File: config.mk
export PLATFORM = sky130hd
export DESIGN_NAME = uart_receiver
export DESIGN_NICKNAME = d
export VERILOG_FILES = /design/src/rtl/uart_receiver.sv
export SDC_FILE = /design/constraint.sdc
export NUM_CORES = 1
export LEC_CHECK = 0
export CAP_MARGIN = 40
export CORE_MARGIN = 3
export CORE_UTILIZATION = 45
export CTS_CLUSTER_DIAMETER = 150
export DETAILED_ROUTE_END_ITERATION = 12
export GPL_TIMING_DRIVEN = 0
export PLACE_DENSITY = 0.67
export SLEW_MARGIN = 30
export SYNTH_ARGS = -nofsm -noshare
export SYNTH_HDL_FRONTEND = slang
export SYNTH_SLANG_ARGS = --single-unit
export TNS_END_PERCENT = 10
File: constraint.sdc
create_clock -name CLK -period 2.5 [get_ports CLK]
set_input_delay 0.5 -clock CLK [delete_from_list [all_inputs] [get_ports CLK]]
set_output_delay 0.5 -clock CLK [all_outputs]
set_load 0.05 [all_outputs]
File: src/rtl/uart_receiver.sv
// UART receiver: oversampled start detect, 2-of-3 majority bit sampling, optional parity,
// stop-bit check and a one-cycle data_valid strobe on each good byte.
module uart_receiver #(
   parameter int unsigned DATA_WIDTH = 8
) (
   input  logic                  CLK,
   input  logic                  RST,
   input  logic                  RX_IN,
   input  logic [5:0]            Prescale,
   input  logic                  PAR_EN,
   input  logic                  PAR_TYP,
   output logic [DATA_WIDTH-1:0] P_DATA,
   output logic                  data_valid,
   output logic                  par_err,
   output logic                  stp_err
);

   localparam int unsigned CntW = (DATA_WIDTH > 1) ? $clog2(DATA_WIDTH) : 1;
   localparam logic [CntW-1:0] LastBit = CntW'(DATA_WIDTH - 1);

   typedef enum logic [2:0] {StIdle, StStart, StData, StParity, StStop} state_e;

   state_e                state_q, state_d;
   logic [5:0]            edge_cnt_q, edge_cnt_d;
   logic [CntW-1:0]       bit_cnt_q, bit_cnt_d;
   logic [2:0]            samp_q, samp_d;
   logic [DATA_WIDTH-1:0] shift_q, shift_d;
   logic [5:0]            prescale_q, prescale_d;
   logic                  par_en_q, par_en_d;
   logic                  par_typ_q, par_typ_d;
   logic [DATA_WIDTH-1:0] p_data_q, p_data_d;
   logic                  data_valid_q, data_valid_d;
   logic                  par_err_q, par_err_d;
   logic                  stp_err_q, stp_err_d;

   logic [5:0] half;
   logic       bit_tick;
   logic       bit_val;
   logic       exp_par;

   assign half     = {1'b0, prescale_q[5:1]};
   assign bit_tick = (edge_cnt_q == prescale_q - 6'd1);
   assign bit_val  = (samp_q[0] & samp_q[1]) | (samp_q[0] & samp_q[2]) | (samp_q[1] & samp_q[2]);
   assign exp_par  = par_typ_q ? ~^shift_q : ^shift_q;

   always_ff @(posedge CLK) begin
      if (RST) begin
         state_q      <= StIdle;
         edge_cnt_q   <= '0;
         bit_cnt_q    <= '0;
         samp_q       <= '0;
         shift_q      <= '0;
         prescale_q   <= '0;
         par_en_q     <= 1'b0;
         par_typ_q    <= 1'b0;
         p_data_q     <= '0;
         data_valid_q <= 1'b0;
         par_err_q    <= 1'b0;
         stp_err_q    <= 1'b0;
      end else begin
         state_q      <= state_d;
         edge_cnt_q   <= edge_cnt_d;
         bit_cnt_q    <= bit_cnt_d;
         samp_q       <= samp_d;
         shift_q      <= shift_d;
         prescale_q   <= prescale_d;
         par_en_q     <= par_en_d;
         par_typ_q    <= par_typ_d;
         p_data_q     <= p_data_d;
         data_valid_q <= data_valid_d;
         par_err_q    <= par_err_d;
         stp_err_q    <= stp_err_d;
      end
   end

   always_comb begin
      state_d = state_q;
      unique case (state_q)
         StIdle:   if (!RX_IN) state_d = StStart;
         StStart:  if (bit_tick) state_d = bit_val ? StIdle : StData;
         StData:   if (bit_tick && bit_cnt_q == LastBit) state_d = par_en_q ? StParity : StStop;
         StParity: if (bit_tick) state_d = StStop;
         StStop:   if (bit_tick) state_d = StIdle;
         default:  state_d = StIdle;
      endcase
   end

   always_comb begin
      edge_cnt_d   = edge_cnt_q;
      bit_cnt_d    = bit_cnt_q;
      samp_d       = samp_q;
      shift_d      = shift_q;
      prescale_d   = prescale_q;
      par_en_d     = par_en_q;
      par_typ_d    = par_typ_q;
      p_data_d     = p_data_q;
      data_valid_d = 1'b0;
      par_err_d    = par_err_q;
      stp_err_d    = stp_err_q;

      if (state_q == StIdle) begin
         edge_cnt_d = '0;
         bit_cnt_d  = '0;
         if (!RX_IN) begin
            // The detect cycle is edge 0 of the start bit.
            edge_cnt_d = 6'd1;
            prescale_d = Prescale;
            par_en_d   = PAR_EN;
            par_typ_d  = PAR_TYP;
            par_err_d  = 1'b0;
            stp_err_d  = 1'b0;
         end
      end else begin
         edge_cnt_d = bit_tick ? 6'd0 : edge_cnt_q + 6'd1;
         if (edge_cnt_q == half - 6'd1) samp_d[0] = RX_IN;
         if (edge_cnt_q == half)        samp_d[1] = RX_IN;
         if (edge_cnt_q == half + 6'd1) samp_d[2] = RX_IN;
      end

      if (bit_tick) begin
         unique case (state_q)
            StData: begin
               shift_d[bit_cnt_q] = bit_val;
               bit_cnt_d = (bit_cnt_q == LastBit) ? '0 : bit_cnt_q + 1'b1;
            end
            StParity: if (bit_val != exp_par) par_err_d = 1'b1;
            StStop: begin
               if (!bit_val) begin
                  stp_err_d = 1'b1;
               end else if (!par_err_q) begin
                  p_data_d     = shift_q;
                  data_valid_d = 1'b1;
               end
            end
            default: ;
         endcase
      end
   end

   assign P_DATA     = p_data_q;
   assign data_valid = data_valid_q;
   assign par_err    = par_err_q;
   assign stp_err    = stp_err_q;

endmodule

=== After elaboration in Yosys (flattened, before gate mapping) ===
Index checks and enable logic that the tools add are counted.
Widths: inputs -> output; s select.

* Output and inout bits: 11
* Register bits after elaboration: 42
* Input port bits: 11

* Multiplexer cells: 30
* Equal/unequal tests: 15
* Order comparisons: 2
* Bitwise gates (word level): 11
* $add $sub $neg: 5
* Reduce and logical (&&, ||, !) cells: 13

{| class="wikitable"
|+ Operators with widths
! cell !! number
|-
| $mux 3 || 10
|-
| $eq 6x6->1 || 3
|-
| $pmux 3 s5 || 1
|-
| $mux 1 || 14
|-
| $mux 6 || 2
|-
| $ne 2x2->1 const B || 5
|-
| $reduce_and 2->1 || 5
|-
| $bwmux 8 || 1
|-
| $reduce_xnor 8->1 || 1
|-
| $reduce_xor 8->1 || 1
|-
| $add 5x1->6 const B || 1
|-
| $add 6x1->6 const B || 1
|-
| $eq 3x2->1 const B || 2
|-
| $eq 3x3->1 const B || 2
|-
| $eq 6x5->1 || 1
|-
| $not 1->1 || 6
|-
| $sub 5x1->6 const B || 1
|-
| $sub 6x1->6 const B || 1
|-
| $reduce_and 5->1 || 1
|-
| $lt 3x4->1 const B || 1
|-
| $reduce_and 4->1 || 1
|-
| $reduce_or 4->1 || 1
|-
| $add 3x1->3 const B || 1
|-
| $and 1x1->1 || 3
|-
| other kinds (8) || 10
|}

=== Depth between registers and ports, before layout ===
Gate-level depths: netlist (run 1).

* Depth in word-level cells: 7
* Gate-level depth with buffers: 12
* Depth with buffers taken out: 8

=== Worst setup path before layout (run 1) ===
Ideal clock, no wire load.

* Path type: register -> register
* From: reg prescale_q[2]
* To: reg bit_cnt_q[0]
* Arrival time: 2.441 ns
* Cell stages (with the launch flop): 11
* Period minus slack after synthesis: 2.557 ns
* Setup slack: -0.057 ns
* Setup time: 0.116 ns
* Cells stage by stage: dfxtp_1 -> clkbuf_1 -> inv_1 -> ha_1 -> a21boi_1 -> xnor2_1 -> o2111ai_4 -> or2_1 -> buf_6 -> or3_1 -> a41o_1

* Longest elaborated chain between the ends: 3

{| class="wikitable"
|+ Ends and longest elaborated chain
! element !! RTL line !! RTL
|-
| start, declared || 28 || <nowiki>logic [5:0] prescale_q, prescale_d;</nowiki>
|-
| start signal, assigned || 66 || <nowiki>prescale_q <= prescale_d;</nowiki>
|-
| $sub 6x1->6 || 42 || <nowiki>assign bit_tick = (edge_cnt_q == prescale_q - 6'd1);</nowiki>
|-
| $eq 6x6->1 || 42 ||
|-
| $mux 3 || 120 || <nowiki>if (bit_tick) begin</nowiki>
|-
| end signal, assigned || 63 || <nowiki>bit_cnt_q <= bit_cnt_d;</nowiki>
|-
| end, declared || 25 || <nowiki>logic [CntW-1:0] bit_cnt_q, bit_cnt_d;</nowiki>
|}

No other way between the ends.
A chain may end at the register's enable or synchronous reset.

=== Worst setup path in the final report (run 1) ===
* From: reg prescale_q[1]
* To: reg data_valid_q, in the netlist data_valid

* Longest elaborated chain between the ends: 4

{| class="wikitable"
|+ Ends and longest elaborated chain
! element !! RTL line !! RTL
|-
| $sub 6x1->6 || 42 ||
|-
| $eq 6x6->1 || 42 ||
|-
| $not 1->1 (no source line) || n/a ||
|-
| $reduce_or 4->1 (no source line) || n/a ||
|-
| end signal, assigned || 70 || <nowiki>data_valid_q <= data_valid_d;</nowiki>
|-
| end, declared || 32 || <nowiki>logic data_valid_q, data_valid_d;</nowiki>
|}

No other way between the ends.

==> results of run 1 <==
[cell type report]
| type | instances | area share [%] |
|---|---|---|
| clock buffer | 5 | 2.32 |
| clock inverter | 2 | 0.337 |
| multi-input combinational | 219 | 51.3 |
| inverter | 5 | 0.800 |
| tap | 67 | 2.82 |
| sequential | 42 | 28.5 |
| timing repair buffer | 30 | 9.69 |
| buffer | 19 | 4.25 |
[power by group]
group          switching, mW  internal, mW
logic                  0.241         0.189
registers             0.0341         0.697
clock network          0.227         0.187
[worst max path at each step]
stage	end	from
final	data_valid	prescale_q[1]
after global routing	data_valid	prescale_q[1]
after CTS	shift_q[5]	prescale_q[2]
after detailed placement	bit_cnt_q[0]	prescale_q[2]
after global placement	bit_cnt_q[0]	prescale_q[2]
after floorplan	bit_cnt_q[0]	prescale_q[2]
[worst max-delay path: stages (launching register included)]
cell	delay, ps
dfxtp_2	350
buf_8	110
inv_4	40
ha_2	190
a21boi_4	210
and3_4	220
o2111ai_4	170
or2_1	280
buf_6	130
buf_6	140
buf_4	190
nor3_1	270
[layer usage]
layer	vias to the layer above	track usage, %	part of all wire [%]
met5	-	0	0
met4	0	7.39	0.82
met3	4	3.51	4.9
met2	44	27.4	45
met1	952	27.3	49
li1	1070	-	-
[synthesized netlist by cell type (7+ instances only)]
| library cell | n |
|---|---|
| xnor2_1 | 17 |
| mux2i_1 | 14 |
| ha_1 | 7 |
| nand3_1 | 10 |
| xor2_1 | 14 |
| dfxtp_1 | 42 |
| a21oi_1 | 21 |
| or3_1 | 10 |
| nand2_1 | 32 |
| clkbuf_1 | 11 |
| nor2_1 | 31 |
| o21ai_0 | 7 |
[registers in the layout (all words and copies together), names as in the netlist, 3 cells and up]
name,cells
shift_q,8
edge_cnt_q,6
prescale_q,6
samp_q,3
state_q,3
P_DATA,8
bit_cnt_q,3
[repair_timing]
action	4_1_cts	5_1_grt
setup endpoints to repair	31	30
pin swaps	4	8
resized for setup	19	17
setup buffers	2	8
[through the flow]
stage	worst slack, ps	hold WS (ps)
global placement	-189	447
floorplan	60.0	448
detailed placement	-212	449
CTS	8.83	467
finish	76.1	462
global route	-18.1	481
[cell families after synthesis]
group                      after synthesis  synth area share (%)
xor gates and xnor gates                31                  11.3
buffers and inverters                   24                  5.00
muxes                                   14                  5.84
DFF                                     42                  35.0
adders and majority gates                7                  3.65
and+or+nand+nor                        117                  24.6
AOI/OAI and AO/OA                       50                  14.6
==> results.md, run 1 <==
Critical path:
- The category of the critical setup timing path is reg2reg.
- The biggest fanout along the worst timing path is 10.
- The register-to-register path setup slack is 80 ps.
- The launch instance of the worst register-to-register path is prescale_q[1].
- Counting cells, the worst reg-to-reg path comes to 11.
- The critical path required time is between 2000 and 3000 ps.
- The reg-to-reg critical path endpoint is data_valid.
- The data arrival time of the critical path is between 2000 and 3000 ps.
- The critical path launch point type is a flop.
- The sort of element at the end of the critical path is a flop.

Cells and area:
- Leaving out fill and tap cells, the most frequent cells in the layout are dfxtp_1 (39), nand2_1 (32), nor2_1 (31), clkdlybuf4s50_1 (20), a21oi_1 (19).
- The proportion of layout cells with a drive suffix above 1 is 15.2%.
- The filler cells instantiated in the layout total 485.
- The area taken by flip-flops and latches is around 850 sq um.
- The most common cell after layout, fill and taps aside is dfxtp_1.
- After the flow finishes, the layout carries non-filler instances totaling approximately 390.
- Summing all multi-input logic gate instances after layout gives 1520 sq um.
- Cells fill about three fifths of the core in the end.
- The layout net count is 340.
- The repair_antennas step left the layout with diodes totalling 0.
- The final cell area excluding filler cells is ~3000 sq um.
- The area added between synthesis and finish is 23.7%.

Detailed routing:
- After detailed routing, the total wire length is approximately 5.6 mm.
- The final route contains ~2100 vias.
- The detailed-route vias per instance is 5.32.
- The starting DRC count in detailed routing is 127.
- Once detail routing completed, the nets flagged for antenna violations numbered 0.
- The first-pass iteration count of the detailed router is 5.
- In the final routed layout, each cell accounts on average for ~14 um.
- The remaining design rule violation count is 0.

Logic synthesis:
- After synthesis, flip-flops and latches occupy 35.0% of the total area.
- The most used flip-flop cell after synthesis is dfxtp_1.
- The area share of the leading cell type in the synthesized netlist is a little over a third.
- The number of different library cells in the post-synthesis netlist is 52.
- Ranked by total cell area, the synthesized netlist is headed by dfxtp_1 (35%), xnor2_1 (6.2%), mux2i_1 (5.8%).
- The per-instance average area after synthesis is ~8.4 sq um.
- The most area-hungry cell type in the Yosys netlist is dfxtp_1.
- The total number of yosys warnings is 0.
- Counting every instance in the synthesized netlist gives roughly 290.
- The async set-or-reset flop fraction in the synthesized netlist is 0%.
- The register bit total from synthesis is 42.
- The netlist area before placement is 2400 sq um.
- The number of enable-type register cells in the synthesized netlist is 0.
- The synthesized netlist net count is 303.

Clocking:
- The H-tree depth reported by CTS is 2.
- The cell sitting at the root of the clock tree is a clkbuf_8.
- Clock-pin slew was measured on the worst setup and hold paths at roughly 80 ps.
- The post-cts hold buffer count is 0.
- The clock tree from TritonCTS is done.
- Counting along the longest clock path gives a buffer depth of 2.
- The clock sink total is between 40 and 50.
- The clock latency reported for the late side of the worst-skew pair is 300 ps.
- TritonCTS created 5 clock buffers.

Run:
- The reported max-cap violation count is 0.

Hold path:
- The instance count along the most critical hold path is 2.
- The path class of the tightest hold or removal check is reg2reg.
- The hold path endpoint is stp_err.
- The startpoint of the worst hold path is stp_err.

Power:
- Power comes to 1.58 mW.
- The analysis attributes to cell leakage a power of roughly 1.1 nW.
- The largest vdd supply drop is 0.345 mV.
- The power density over the cells is approximately 530 nW/um^2.

STA:
- The final setup TNS is 0 ps.
- The hold violation total from the final report is 0.
- The worst slew slack as a fraction of its limit is roughly three fifths.
- The total count of max-transition violations in the final report is 0.
- For the final database, setup skew stands at around 10 ps.
- The transition time at the pin with the least slew margin is a little under 600 ps.
- Subtracting the final worst setup slack from the clock period gives ~2400 ps.
- The setup-violating endpoint count in the final report is 0.
- Static timing analysis puts the maximum clock frequency at about 410 MHz.
- The worst path uses between 90% and 100% of the clock period.

Placed design:
- The placer congestion estimate is approximately 0.80.
- The number of buffer cells added on primary ports is 20.
- Once placement finished, the instance area stood at 2690 sq um.
- The total half-perimeter wirelength after legalization and detailed placement is about 3.9 mm.
- Once placement completed, the tool counted placed cells totaling 372.

GRT:
- The number of global-route vias before repair was 1905.
- Across every metal layer, demand over resource in global routing totals a little under a fifth.
- The initial antenna violation count is 0.
- Entering global routing, the biggest net connects 13 pins.
- The first global-routing pass estimated 9.27 mm of wire.
- Global routing finished with a remaining overflow of 0.

Floorplanning:
- The number of top-level pins is 22.
- After floorplanning, the core was sized to cover ~5000 sq um.
- In this run the core area contains 25 standard-cell rows.
- The floorplan step set the die height to 79.0 um.
- The die footprint is 6250 sq um.
- The floorplan step set the die width to just under 80 um.
- The effective utilization at floorplan is about half.

Run status:
- The flow ran to the end, and the final reports show no timing, DRC or antenna violations.
(Power assumes the default switching activity.)
==> run 2: changes to the inputs <==
- SLEW_MARGIN: 30 -> 20
==> results of run 2 <==
Same layout as run 1: the final DEF is identical, and so are final timing and power.
==> run 3: changes to the inputs <==
- CORE_UTILIZATION: 45 -> 54
- CTS_BUF_LIST: default -> sky130_fd_sc_hd__clkbuf_2
- GPL_TIMING_DRIVEN: 0 -> default
- PLACE_DENSITY: 0.67 -> 0.79
==> results.md, run 3 (synthesis gave the netlist of run 1 again) <==
Cells and area:
- The final cell count without fillers is 358 (-8.0%).
- The area added between synthesis and finish is 14.2%.
- The area of the multi-input gates came to 1460 sq um (-3.9%).
- The antenna diode instance count is 0 (unchanged).
- The library cells used most frequently in the layout, excluding fill and tap cells, are dfxtp_1 (40), nand2_1 (32), nor2_1 (31), a21oi_1 (21), clkdlybuf4s50_1 (21).
- The layout net count is 325 (-4.4%).
- The proportion of layout cells with a drive suffix above 1 is 10.4% (-4.8 points).
- The area taken by flip-flops and latches is 846 sq um (-0.15%).
- The final cell area excluding filler cells came to 2740 sq um (-7.7%).
- The library cell used most frequently in the layout, excluding fill and tap cells, is dfxtp_1.
- The filler cell count is 350 (-28%).

Clocking:
- The clock sink total is 42 (unchanged).
- The clock latency reported for the late side of the worst-skew pair is 430 ps (+130 ps).
- The H-tree depth reported by CTS came to 2 (unchanged).
- The post-cts hold buffer count is 0 (unchanged).
- The buffer depth of the longest clock path was 2 (unchanged).
- The root buffer cell chosen for the clock tree is clkbuf_2.
- The clock slew seen by the registers of the worst setup and hold paths is 240 ps (+160 ps).
- The number of buffers created by CTS is 5 (unchanged).
- The clock tree from TritonCTS is done.

Critical path:
- The startpoint of the most critical setup path is prescale_q[1].
- The biggest fanout along the worst timing path came to 15 (+5).
- The cell class contributing the biggest share of worst-path delay is compound AO/OA/AOI/OAI gates.
- The critical path launch point type is a flop.
- The worst setup path is captured at a flop.
- The register-to-register path setup slack is 120 ps (+50 ps).
- The buffers plus inverters on the worst setup path was 2 (-3).
- The data arrival time of the critical path is 2760 ps (+150 ps).
- The startpoint identified for the worst register-to-register timing path is prescale_q[1].
- The critical path's largest stage delay is 380 ps (+30 ps).
- The depth of the worst register-to-register path is 9 (-2).
- The reg-to-reg critical path endpoint is shift_q[5].
- The critical path required time is 2890 ps (+200 ps).
- The slowest library cell on the worst path is or3_1.
- The critical path is of the reg2reg type.
- Traced cell by cell, the critical path runs through inv_1, ha_1, o21ba_1, a221oi_2, a41oi_2, or2_4, buf_4, or3_1, a21oi_1.

Detailed routing:
- The remaining design rule violation count is 0 (unchanged).
- The detailed-route vias per instance came to 5.80 (+9.1%).
- The post-detailed-route wirelength per cell is 14.5 um (+0.76%).
- The via total after detailed routing is 2078 (+0.39%).
- The starting DRC count in detailed routing is 106 (-17%).
- The number of nets with antenna violations after routing came to 0 (unchanged).
- The first-pass iteration count of the detailed router is 4 (-1).
- The total wire length came to 5.19 mm (-7.3%).

STA:
- The worst slew slack as a fraction of its limit came to 62.3% (+1.7 points).
- The final hold slack is 493 ps (+31.0 ps).
- The transition time at the pin with the least slew margin is 563 ps (-27.4 ps).
- The setup-violating endpoint count in the final report came to 0 (unchanged).
- The final setup TNS is 0 ps (unchanged).
- The total count of max-transition violations in the final report is 0 (unchanged).
- The clock skew was 30.9 ps (+20.5 ps).
- The shortest clock period the worst path allows after layout is 2380 ps (-47.8 ps).
- The highest achievable clock rate is 421 MHz (+2.0%).
- The hold violation total from the final report is 0 (unchanged).
- The final worst slack was 124 ps (+47.8 ps).
- The post-route clock period utilization came to 95.0% (-1.9 points).

Run status:
- The flow ran to the end, and the final reports show no timing, DRC or antenna violations.

Hold path:
- The instance count along the most critical hold path is 2 (unchanged).
- For hold timing, the worst endpoint is stp_err.
- The startpoint identified for the worst hold timing path is stp_err.
- The worst hold path belongs to the class reg2reg.

Power:
- The largest vdd supply drop is 0.308 mV (-11%).
- The power density over the cells came to 515 nW/um^2 (-2.9%).
- The total leakage power is 1.03 nW (-6.8%).

Placed design:
- The placed standard-cell area is 2660 sq um (-0.93%).
- The total half-perimeter wirelength after legalization and detailed placement is 3.78 mm (-2.6%).
- The number of buffer cells added on primary ports is 21 (+5.0%).
- The placer congestion estimate was 0.870 (+9.4%).
- The number of cells after detailed placement is 349 (-6.2%).
- The pre-CTS setup slack is 48.9 ps (+261 ps).

Floorplanning:
- The effective utilization at floorplan was 57.9% (+9.4 points).
- The number of top-level pins is 22 (unchanged).
- The die footprint was 5280 sq um (-15%).
- The die extent in y came to 72.7 um (-8.1%).
- The cell row count is 23 (-8.0%).
- The floorplan core area is 4140 sq um (-16%).
- The die extent in x is 72.7 um (-8.1%).

Run:
- The reported max-cap violation count was 0 (unchanged).

GRT:
- The initial antenna violation count is 0 (unchanged).
- The largest net degree at the start of global routing is 16 (+3).
- The number of global-route vias before repair is 1863 (-2.2%).
- The total global routing overflow is 0 (unchanged).
- The wire length of the first global-routing pass came to 8.78 mm (-5.3%).
- The global routing usage summed across all routing layers is 20.9% (+2.1 points).
==> run 3: cell types whose count changed in the layout (fill, tap and decap cells not counted), moves of 3 or more <==
cell,before,now
ha_1,4,7
buf_6,3,0
clkbuf_1,9,0
clkbuf_2,0,5
clkbuf_8,5,0
o21ai_0,3,7
==> run 3: cell type report <==
type	count	area share, %
timing repair buffer	34	11.2
multi-input combinational	219	53.4
clock inverter	3	0.685
inverter	5	0.685
clock buffer	5	0.913
sequential	42	30.9
tap	50	2.28
==> run 3: worst max-delay path by stage <==
| stage | endpoint | slack (ps) | cells past startpoint |
|---|---|---|---|
| final | shift_q[5] | 120 | 9 |
| after floorplan | bit_cnt_q[0] | 60 | 10 |
| after CTS | stp_err | 30 | 9 |
| after detailed placement | shift_q[5] | 50 | 9 |
| after global placement | shift_q[3] | 130 | 9 |
| after global routing | shift_q[5] | -20 | 9 |
==> run 3: metrics by stage <==
stage	util [%]	power, mW
finish	66.2	1.41
global route	66.2	1.49
CTS	65.3	1.40
detailed placement	64.3	1.10
global placement	64.3	1.10
floorplan	-	1.02
==> run 3: routing by layer <==
layer | share of wire [%] | up-vias | GRT usage [%]
met1 | 49 | 975 | 30.3
met3 | 6.2 | 9 | 4.41
met2 | 43 | 55 | 30.8
li1 | - | 1039 | -
met5 | 0 | - | 0
met4 | 1.4 | 0 | 6.76
==> run 3: worst reg2reg max path: cells and delay by family (launching register included) <==
kind / cells / cell delay (ps)
AO/OA/AOI/OAI: 4 / 760
adder cells (fa/ha/maj): 1 / 250
buffers and inverters: 2 / 260
flip-flops: 1 / 370
AND/OR/NAND/NOR: 2 / 720
==> run 3: timing repair <==
item / CTS / global route
gates resized for setup: 0 / 7
buffers inserted: 0 / 1
hold endpoints to repair: 0 / 0
endpoints found under the setup margin: 0 / 13
==> run 3: power by group <==
group          total [mW]  internal [mW]  leakage [nW]  switching (mW)
combinational       0.358          0.150         0.660           0.208
clock               0.306         0.0697        0.0331           0.236
sequential          0.749          0.699         0.341          0.0499
